===== config.mk =====
export PLATFORM = sky130hd
export DESIGN_NAME = muldiv_unit_flat
export DESIGN_NICKNAME = d
export VERILOG_FILES = /design/src/rtl/muldiv_pkg.sv /design/src/rtl/muldiv_if.sv /design/src/rtl/muldiv_iter.sv /design/src/rtl/muldiv_unit.sv /design/src/flat_wrapper.sv
export SDC_FILE = /design/constraint.sdc
export NUM_CORES = 1
export LEC_CHECK = 0
export ABC_AREA = 0
export CAP_MARGIN = 20
export CELL_PAD_IN_SITES_DETAIL_PLACEMENT = 0
export CELL_PAD_IN_SITES_GLOBAL_PLACEMENT = 1
export CORE_MARGIN = 2
export CORE_UTILIZATION = 44
export CTS_CLUSTER_SIZE = 10
export DETAILED_ROUTE_END_ITERATION = 10
export GPL_ROUTABILITY_DRIVEN = 0
export PLACE_DENSITY = 0.88
export SYNTH_ARGS = -nofsm -noshare
export SYNTH_HDL_FRONTEND = slang
export SYNTH_HIERARCHICAL = 1
export SYNTH_SLANG_ARGS = --single-unit

===== constraint.sdc =====
create_clock -name Clk -period 5.03 [get_ports Clk]
set_clock_uncertainty 0.1 [all_clocks]
set_input_delay 1.006 -clock Clk [delete_from_list [all_inputs] [get_ports Clk]]
set_output_delay 1.006 -clock Clk [all_outputs]
set_load 0.01 [all_outputs]

===== src/rtl/muldiv_pkg.sv =====
// muldiv_pkg -- shared definitions for the iterative multiply/divide unit.
//   Operation encodings, FSM state encoding, iteration count and
//   two's-complement negate helpers used by muldiv_unit and muldiv_iter.
package muldiv_pkg;

    localparam int MULDIV_STEPS = 32;

    typedef enum logic [1:0] {
        OP_MUL  = 2'b00,
        OP_MULH = 2'b01,
        OP_DIV  = 2'b10,
        OP_REM  = 2'b11
    } op_e;

    typedef enum logic [1:0] {
        IDLE = 2'b00,
        CALC = 2'b01,
        DONE = 2'b10
    } state_e;

    function automatic logic [31:0] neg32_if(input logic neg, input logic [31:0] val);
        return neg ? (~val + 32'd1) : val;
    endfunction

    function automatic logic [63:0] neg64_if(input logic neg, input logic [63:0] val);
        return neg ? (~val + 64'd1) : val;
    endfunction

endpackage


===== src/rtl/muldiv_if.sv =====
// muldiv_if -- request/result bundle between pipeline and muldiv_unit.
//   Start/Op/A/B/Rd : request from the pipeline (master drives)
//   Busy            : unit occupied, stall request
//   Done            : one-cycle result-valid pulse
//   Result/WAdr/WE  : register-file write port (Din, WAdr, WE)
interface muldiv_if;
    logic        Start;
    logic [1:0]  Op;
    logic [31:0] A;
    logic [31:0] B;
    logic [4:0]  Rd;
    logic        Busy;
    logic        Done;
    logic [31:0] Result;
    logic [4:0]  WAdr;
    logic        WE;

    modport master (output Start, Op, A, B, Rd, input Busy, Done, Result, WAdr, WE);
    modport slave  (input Start, Op, A, B, Rd, output Busy, Done, Result, WAdr, WE);
endinterface


===== src/rtl/muldiv_iter.sv =====
// muldiv_iter -- radix-2 iterative datapath on unsigned magnitudes.
//   Clk, Rst : clock, synchronous active-high reset
//   load     : capture opa (multiplier / dividend) and opb (multiplicand / divisor)
//   step     : advance one shift-add (multiply) or restoring-subtract (divide) step
//   is_div   : select divide step instead of multiply step
//   acc_next : accumulator value after the step about to be taken
//              multiply: 64-bit product; divide: {remainder, quotient}
module muldiv_iter
    import muldiv_pkg::*;
(
    input  logic        Clk,
    input  logic        Rst,
    input  logic        load,
    input  logic        step,
    input  logic        is_div,
    input  logic [31:0] opa,
    input  logic [31:0] opb,
    output logic [63:0] acc_next
);
    logic [63:0] acc_r;
    logic [31:0] opb_r;
    logic [32:0] sum_s;
    logic [32:0] part_s;
    logic [32:0] sub_s;
    logic        fits_s;

    // One iteration step computed from the current accumulator
    always_comb begin
        sum_s    = 33'd0;
        part_s   = 33'd0;
        sub_s    = 33'd0;
        fits_s   = 1'b0;
        acc_next = acc_r;
        if (is_div) begin
            // Shifted partial remainder can reach 33 bits; a set top bit
            // means it certainly exceeds the 32-bit divisor.
            part_s = acc_r[63:31];
            sub_s  = {1'b0, part_s[31:0]} - {1'b0, opb_r};
            fits_s = part_s[32] | ~sub_s[32];
            if (fits_s) begin
                acc_next = {sub_s[31:0], acc_r[30:0], 1'b1};
            end else begin
                acc_next = {part_s[31:0], acc_r[30:0], 1'b0};
            end
        end else begin
            if (acc_r[0]) begin
                sum_s = {1'b0, acc_r[63:32]} + {1'b0, opb_r};
            end else begin
                sum_s = {1'b0, acc_r[63:32]};
            end
            acc_next = {sum_s, acc_r[31:1]};
        end
    end

    // Accumulator and second-operand registers
    always_ff @(posedge Clk) begin
        if (Rst) begin
            acc_r <= 64'd0;
            opb_r <= 32'd0;
        end else if (load) begin
            acc_r <= {32'd0, opa};
            opb_r <= opb;
        end else if (step) begin
            acc_r <= acc_next;
        end
    end

endmodule


===== src/rtl/muldiv_unit.sv =====
// muldiv_unit -- fixed-latency 32-bit multiply/divide unit (IDLE/CALC/DONE).
//   Clk : clock, all state changes on rising edge
//   Rst : synchronous active-high reset, priority over Start
//   bus : muldiv_if slave (Start/Op/A/B/Rd in; Busy/Done/Result/WAdr/WE out)
// Build option: define MULDIV_SIGNED_EN for two's-complement MULH/DIV/REM;
// without it those operations are unsigned (MULHU/DIVU/REMU).
module muldiv_unit
    import muldiv_pkg::*;
(
    input  logic    Clk,
    input  logic    Rst,
    muldiv_if.slave bus
);
    state_e      state_r, state_next_s;
    logic [4:0]  cnt_r, cnt_next_s;
    op_e         op_r;
    logic [4:0]  rd_r;
    logic [31:0] a_r;
    logic        neg_a_r, neg_b_r, b_zero_r;
    logic        busy_r, busy_next_s;
    logic        done_r, done_next_s;
    logic        we_r, we_next_s;
    logic [31:0] result_r;
    logic [4:0]  wadr_r;
    logic        sign_a_s, sign_b_s;
    logic [31:0] mag_a_s, mag_b_s;
    logic        load_s, step_s, last_s;
    logic [63:0] acc_next_s, prod_s;
    logic [31:0] quot_s, rem_s, final_s;

    // Operand signs and magnitudes fed to the unsigned datapath
    always_comb begin
`ifdef MULDIV_SIGNED_EN
        sign_a_s = bus.A[31];
        sign_b_s = bus.B[31];
`else
        sign_a_s = 1'b0;
        sign_b_s = 1'b0;
`endif
        mag_a_s = neg32_if(sign_a_s, bus.A);
        mag_b_s = neg32_if(sign_b_s, bus.B);
    end

    assign load_s = (state_r == IDLE) && bus.Start;
    assign step_s = (state_r == CALC);
    assign last_s = step_s && (cnt_r == 5'd0);

    muldiv_iter u_iter (
        .Clk      (Clk),
        .Rst      (Rst),
        .load     (load_s),
        .step     (step_s),
        .is_div   (op_r[1]),
        .opa      (mag_a_s),
        .opb      (mag_b_s),
        .acc_next (acc_next_s)
    );

    // Sign fix-up of the final step output, captured on entry to DONE
    always_comb begin
        prod_s = neg64_if(neg_a_r ^ neg_b_r, acc_next_s);
        quot_s = neg32_if(neg_a_r ^ neg_b_r, acc_next_s[31:0]);
        rem_s  = neg32_if(neg_a_r, acc_next_s[63:32]);
        case (op_r)
            OP_MUL:  final_s = prod_s[31:0];
            OP_MULH: final_s = prod_s[63:32];
            OP_DIV:  final_s = b_zero_r ? 32'hFFFF_FFFF : quot_s;
            OP_REM:  final_s = b_zero_r ? a_r : rem_s;
            default: final_s = 32'd0;
        endcase
    end

    // Next-state and next-output decode
    always_comb begin
        state_next_s = state_r;
        cnt_next_s   = cnt_r;
        busy_next_s  = 1'b0;
        done_next_s  = 1'b0;
        we_next_s    = 1'b0;
        case (state_r)
            IDLE: begin
                if (bus.Start) begin
                    state_next_s = CALC;
                    cnt_next_s   = 5'(MULDIV_STEPS - 1);
                    busy_next_s  = 1'b1;
                end else begin
                    state_next_s = IDLE;
                end
            end
            CALC: begin
                busy_next_s = 1'b1;
                if (cnt_r == 5'd0) begin
                    state_next_s = DONE;
                    done_next_s  = 1'b1;
                    we_next_s    = (rd_r != 5'd0);
                end else begin
                    cnt_next_s = cnt_r - 5'd1;
                end
            end
            DONE:    state_next_s = IDLE;
            default: state_next_s = IDLE;
        endcase
    end

    // State, counter and registered outputs
    always_ff @(posedge Clk) begin
        if (Rst) begin
            state_r  <= IDLE;
            cnt_r    <= 5'd0;
            busy_r   <= 1'b0;
            done_r   <= 1'b0;
            we_r     <= 1'b0;
            result_r <= 32'd0;
            wadr_r   <= 5'd0;
        end else begin
            state_r <= state_next_s;
            cnt_r   <= cnt_next_s;
            busy_r  <= busy_next_s;
            done_r  <= done_next_s;
            we_r    <= we_next_s;
            if (last_s) begin
                result_r <= final_s;
                wadr_r   <= rd_r;
            end
        end
    end

    // Request capture when an operation is accepted
    always_ff @(posedge Clk) begin
        if (Rst) begin
            op_r     <= OP_MUL;
            rd_r     <= 5'd0;
            a_r      <= 32'd0;
            neg_a_r  <= 1'b0;
            neg_b_r  <= 1'b0;
            b_zero_r <= 1'b0;
        end else if (load_s) begin
            op_r     <= op_e'(bus.Op);
            rd_r     <= bus.Rd;
            a_r      <= bus.A;
            neg_a_r  <= sign_a_s;
            neg_b_r  <= sign_b_s;
            b_zero_r <= (bus.B == 32'd0);
        end
    end

    assign bus.Busy   = busy_r;
    assign bus.Done   = done_r;
    assign bus.WE     = we_r;
    assign bus.Result = result_r;
    assign bus.WAdr   = wadr_r;

endmodule


===== src/flat_wrapper.sv =====
// flat-port wrapper written by rule: the top's interface ports become plain ports
module muldiv_unit_flat import muldiv_pkg::*;
  (Clk, Rst, bus_Start, bus_Op, bus_A, bus_B, bus_Rd, bus_Busy, bus_Done, bus_Result, bus_WAdr, bus_WE);
  muldiv_if bus_i ();
  input  logic Clk;
  input  logic Rst;
  input wire logic [$bits(bus_i.Start)-1:0] bus_Start;
  input wire logic [$bits(bus_i.Op)-1:0] bus_Op;
  input wire logic [$bits(bus_i.A)-1:0] bus_A;
  input wire logic [$bits(bus_i.B)-1:0] bus_B;
  input wire logic [$bits(bus_i.Rd)-1:0] bus_Rd;
  output wire logic [$bits(bus_i.Busy)-1:0] bus_Busy;
  output wire logic [$bits(bus_i.Done)-1:0] bus_Done;
  output wire logic [$bits(bus_i.Result)-1:0] bus_Result;
  output wire logic [$bits(bus_i.WAdr)-1:0] bus_WAdr;
  output wire logic [$bits(bus_i.WE)-1:0] bus_WE;
  assign bus_i.Start = bus_Start;
  assign bus_i.Op = bus_Op;
  assign bus_i.A = bus_A;
  assign bus_i.B = bus_B;
  assign bus_i.Rd = bus_Rd;
  assign bus_Busy = bus_i.Busy;
  assign bus_Done = bus_i.Done;
  assign bus_Result = bus_i.Result;
  assign bus_WAdr = bus_i.WAdr;
  assign bus_WE = bus_i.WE;
  muldiv_unit u_core (.Clk(Clk), .Rst(Rst), .bus(bus_i));
endmodule

* After elaboration in Yosys (flattened, before gate mapping)
Cells that the tools add are included.
** Cells by class
- $add $sub $neg :: 3
- Equality and inequality tests :: 7
- Multiplexer cells :: 17
- Bitwise logic cells :: 4
- Reduce and logical (&&, ||, !) cells :: 13
** Operators by type and width (number)
- 32-bit 2-to-1 mux :: 4
- 64-bit 2-to-1 mux :: 2
- 32-bit one-hot mux with 4 select lines :: 1
- 32-bit by 32-bit adder with 33-bit output :: 1
- 33-bit 2-to-1 mux :: 1
- 32-bit by 32-bit subtractor with 33-bit output :: 1
- 32-bit zero test :: 1
- 5-bit 2-to-1 mux :: 2
- 5-bit one-hot mux with 2 select lines :: 1
- 2-bit inequality test, second input constant :: 3
- 5-bit zero test :: 1
- 5-bit nonzero test :: 1
- 5-bit by 1-bit subtractor with 5-bit output, second input constant :: 1
- 2-bit by 1-bit == test with 1-bit output, second input constant :: 2
- 2-bit == test, second input constant :: 2
- 2-bit zero test :: 2
- 2-bit one-hot mux with 2 select lines :: 1
- 2-bit nonzero test :: 2
- 2-bit OR reduction :: 2
- 1-bit 2-to-1 mux :: 3
- 1-bit NOT :: 3
- 3-bit AND reduction :: 1
- 3-bit OR reduction :: 1
- 1-bit logical AND :: 2
- other kinds (3) :: 3
** Word-level totals
- Flip-flop bits (word level) :: 183
- Input port bits :: 74
- Output and inout bits :: 40
- Word-level logic and storage cells :: 58

* Logic depth before layout (Yosys ltp)
Gate-level depths: netlist of the first run.
- Depth after elaboration :: 7
- Depth in mapped cells :: 17
- Gate-level depth less buffers :: 16

* By module
Netlist of the first run, hierarchy kept.
** By module, submodules not included
- muldiv_iter :: times used 1, cells each 1149, area each 8664.6 um^2, seq. area each 1921.8 um^2
- muldiv_unit :: times used 1, cells each 465, area each 3771.1 um^2, seq. area each 1741.7 um^2

* Worst setup path after synthesis of the first run
Ideal clock, no wire load.
- Path type :: register to register
- From :: register u_core.u_iter.acc_r[31]
- To :: register u_core.result_r[27] (netlist: u_core/bus.Result[27])
- Setup time :: 0.070 ns
- Arrival time :: 3.430 ns
- Data required time :: 4.860 ns
- Setup slack :: 1.430 ns
- Stages on the path, launching flop included :: 17
- Buffers on the path :: 0
- Period minus slack after synthesis :: 3.600 ns
- Cell sequence :: dfxtp_1 inv_1 ha_1 fa_1 nand2b_1 a21oi_2 o221a_4 a211oi_4 o41ai_4 a21oi_4 o21a_4 a211oi_1 o311ai_0 a21oi_1 mux2i_1 a211o_1 a21oi_1
** On the way
- Longest elaborated chain between the ends :: 7
** RTL lines
- from (decl) :: RTL line muldiv_iter.sv:20 : logic [63:0] acc_r;
- from (signal assigned) :: RTL line muldiv_iter.sv:61 : acc_r <= {32'd0, opa};
- from (signal assigned) :: RTL line muldiv_iter.sv:64 : acc_r <= acc_next;
- 32-bit by 32-bit subtractor with 33-bit output * :: RTL line muldiv_iter.sv:38 : sub_s = {1'b0, part_s[31:0]} - {1'b0, opb_r};
- 1-bit NOT :: RTL line muldiv_iter.sv:39 : fits_s = part_s[32] | ~sub_s[32];
- 1-bit bitwise OR :: RTL line muldiv_iter.sv:39
- 64-bit 2-to-1 mux * :: RTL line muldiv_iter.sv:40 : if (fits_s) begin
- 64-bit 2-to-1 mux * :: RTL line muldiv_iter.sv:34 : if (is_div) begin
- via u_core.acc_next_s[59] :: RTL line muldiv_unit.sv:28 : logic [63:0] acc_next_s, prod_s;
- 32-bit 2-to-1 mux :: RTL line muldiv_unit.sv:68 : OP_REM: final_s = b_zero_r ? a_r : rem_s;
- 32-bit one-hot mux with 4 select lines * :: RTL line muldiv_unit.sv:64 : case (op_r)
- to (signal assigned) :: RTL line muldiv_unit.sv:122 : result_r <= final_s;
- to (decl) :: RTL line muldiv_unit.sv:23 : logic [31:0] result_r;
Mark *: on every way through the listed nets, which the timed path passes. The rest lies on a longest branch.
A chain may end at the register's enable or synchronous reset.

* Worst setup path in the final report of the first run
- From :: register u_core.u_iter.acc_r[31]
- To :: register u_core.result_r[13] (netlist: u_core/bus.Result[13])
The elaborated chain is that of the path after synthesis.

==> run summary, run 1 <==
I/O pin count -> 114
Path type of the worst min-delay path -> reg2reg
Buffers inserted during post-CTS setup optimization -> 0
Number of buffers created by CTS -> 17
Maximum number of pins on one net before global-route repair -> 90
Hold violation count in the final report -> 0
Remaining Overflow, GRT -> 0
Post-Synthesis Cell Area -> 0.0124 mm^2
Number of antenna-violating nets in the routed design -> 0
Clock tree sinks -> 183
Overall die width -> 172 um
Flop and latch count out of synthesis -> 183
Maximum buffer depth of the clock tree -> 2
Core Region -> 0.0278 mm^2
Dominant combinational cell family by area after synthesis -> compound AO/OA/AOI/OAI gates
Unrepaired setup endpoints after global routing -> false
Total via count after detailed routing -> 11.8k
Height of the die -> 172 um
Worst setup EP type -> flop
Footprint of the multi-input gates -> 0.00812 mm^2
N_diodes -> 0
Post-Synthesis Cells -> 1614
Clock edge transition at the registers on the reported setup and hold paths -> 0.08 ns
Net count after synthesis -> 1755
Final routed wirelength across all metal layers -> 38700 um
Aggregate global-route resource usage -> 26.1%
Fmax achieved -> 232 MHz
Unique masters post-synth -> 76
Result of the run -> finished, final reports clean
Wire length on met2 -> 16200 um
Wire length of the first global-routing pass -> 61100 um
Die Area -> 0.0296 mm^2
Drt first-iter violations -> 1069
Class of the most critical setup path -> reg2reg
Total chip power -> 4360 uW
Startpoint of the most critical register-to-register path -> u_core/u_iter/acc_r[31]$_SDFFE_PP0P_
Worst setup path endpoint -> u_core/bus.Result[13]$_SDFFE_PP0P_
Number of antenna violations at the first check in global routing -> 0
Routed length on met3 -> 2770 um
Routed wire length per instance -> 18.9 um
Remaining design rule violation count -> 0
Worst-margin pin slew -> 1.15 ns
Pre-CTS worst setup slack -> 0.787 ns
Total placed instance area -> 0.0137 mm^2
Area growth syn-to-layout -> 15.3%
Flip-flop cell with the highest count after synthesis -> dfxtp_1
Post-route worst hold slack -> 0.358 ns
Worst reg2reg path endpoint -> u_core/bus.Result[13]$_SDFFE_PP0P_
Number of fill cells -> 2715
TritonCTS clock tree -> built
Area fraction in compound gates after synthesis -> 24.3%
Register area -> 0.00367 mm^2
Final Max Slew Viols -> 0
Count of endpoints failing setup in the final report -> 0
Root cell of the clock tree -> clkbuf_16
Clk Latency, worst-skew pair -> 0.44 ns
Startpoint of the most critical setup path -> u_core/u_iter/acc_r[31]$_SDFFE_PP0P_
Cell Rows -> 61
Level count of the clock H-tree -> 4
Hold path startpoint -> u_core/a_r[26]$_SDFFE_PP0P_
Post-synth EDFFs -> 0
Number of max-capacitance violations reported -> 0
Post-Synth XOR/XNOR Area -> 3.17%
Final cycle utilization of the critical path -> 85.6%
Arrival time of the worst setup path -> 4.56 ns
Total negative slack -> 0 ns
Avg Inst Size Synth -> 7.70 um^2
Ratio of total power to cell area -> 304 mW/mm^2
Leakage power figure -> 0.00594 uW
Proportion of synthesized chip area in sequential cells -> 29.5%
Highest net fanout along the worst path -> 22
Share of post-route cells with drive strength above 1 -> 6.88%
Number of buffers inserted by port buffering -> 113
Hold buffer count at cts -> 0
Setup slack on the worst flop-to-flop path -> 0.72 ns
Detailed-routing wirelength on met1 -> 19200 um
Final HPWL DP -> 27400 um
Register-to-Register Path Depth -> 16
Yosys warning total -> 6
CP Launch Type -> flop
Largest vdd supply drop -> 0.236 mV
Max-slew headroom -> 23.5%
Mux contribution to synthesized area -> 9.59%
Required arrival time at the worst endpoint -> 5.28 ns
Final Instance Area -> 0.0143 mm^2
Cts repair resizes -> 0
Final worst setup slack -> 0.725 ns
Adder-Cell Fraction of Synth Area -> 6.86%
Highest signal layer in the routed design -> met4
First-pass DRT Iterations -> 5
Effective utilization at floorplan -> 44.8%
Post-layout min period -> 4.31 ns
Final net count -> 1799
Via density per instance -> 5.77
Fraction of registers with async set/reset -> 0%
Via count of the first global-routing pass -> 11.0k
Share of synthesized cell area in and, or, nand and nor gates -> 21.3%
==> power by group <==
group | switching [uW] | internal, uW
Combinational | 789 | 528
Clock | 703 | 691
Sequential | 105 | 1540
==> routing by layer <==
| layer | track usage (%) | vias up |
|---|---|---|
| met4 | 5.74 | 0 |
| met1 | 40.4 | 5543 |
| met2 | 38.3 | 438 |
| met3 | 3.36 | 36 |
| met5 | 0 | - |
| li1 | - | 5810 |
==> cells in the mapped netlist, types with 23 or more instances <==
cell      number  area [um^2]
a21o_1        41          308
inv_1         54          203
clkbuf_1      82          308
ha_1          65          813
a211oi_1      33          248
nor2_1       198          743
nand2_1      227          852
dfxtp_1      183         3660
o21ai_0       48          240
a21oi_1      184          921
xnor2_1       33          289
or3_1         36          225
mux2_2        33          372
nand3_1       23          115
mux2i_1       82          821
a211o_1       33          289
==> worst min path at each step <==
stage | slack [ns] | depth (start not counted) | end
2_1_floorplan | 0.34 | 2 | u_core/a_r[0]$_SDFFE_PP0P_
3_3_place_gp | 0.34 | 2 | u_core/a_r[27]$_SDFFE_PP0P_
3_5_place_dp | 0.35 | 2 | u_core/a_r[24]$_SDFFE_PP0P_
4_1_cts | 0.36 | 2 | u_core/a_r[24]$_SDFFE_PP0P_
5_1_grt | 0.38 | 2 | u_core/bus.WAdr[4]$_SDFFE_PP0P_
6_report | 0.36 | 2 | u_core/a_r[26]$_SDFFE_PP0P_
==> layout make-up <==
cell class | count | area share (%)
multi-input combinational | 1273 | 56.6
tap | 378 | 3.30
inverter | 56 | 1.48
clock buffer | 18 | 3.06
sequential | 183 | 25.6
timing repair buffer | 127 | 8.69
clock inverter | 14 | 1.22
==> cell families (layout without fill, tap and decap cells) <==
group           Yosys count  count (layout)
simple gates            596             596
compound gates          450             450
flops                   183             183
buf+inv                 158             215
mux                     115             115
fa+ha+maj                67              67
xor+xnor                 45              45
==> state kept, by name (all words and copies together), names as in the netlist, 2 cells and up <==
signal,cells
u_core/bus.Result,32
u_core/op_r,2
u_core/rd_r,5
u_core/u_iter/opb_r,32
u_core/cnt_r,5
u_core/u_iter/acc_r,64
u_core/a_r,32
u_core/state_r,2
u_core/bus.WAdr,5
==> placed cells by master, fill, tap and decap left out, types with 14 or more instances in the layout <==
cell type        count
clkbuf_16           17
nor4_1              14
nand2_1            226
clkdlybuf4s50_1    112
nor2_1             198
a21oi_1            184
a21o_1              41
a211oi_1            33
mux2_2              33
mux2i_1             82
and3_1              19
ha_1                65
nand3_1             23
a211o_1             33
nor2b_1             18
buf_4               14
or3_1               36
o21ai_0             48
xnor2_1             33
nand2b_1            14
nor3_1              15
inv_1               54
dfxtp_1            180
==> worst max-delay path: stages, from the launching register on <==
cell and delay [ns]:
dfxtp_1 0.36, inv_1 0.07, ha_1 0.22, fa_1 0.38
nand2b_1 0.21, a21oi_2 0.22, o221a_4 0.27, a211oi_4 0.09
o41ai_4 0.53, a21oi_4 0.13, o21ai_4 0.33, buf_4 0.37
nand3_1 0.14, a31oi_2 0.26, mux2i_1 0.10, a211o_1 0.30
a21oi_1 0.12
==> metrics by stage <==
stage	cells	utilization [%]
2_1_floorplan	1614	-
3_3_place_gp	2016	49.3
3_5_place_dp	2016	49.3
4_1_cts	2048	51.5
5_1_grt	2049	51.6
6_report	2049	51.6
No activity file was read; power rests on OpenSTA's default activity.
==> run 2: changes to the inputs <==
CTS_CLUSTER_SIZE = not set   (was 10)
==> results of run 2 <==
Same layout as run 1: the final DEF is identical, and so are final timing and power.
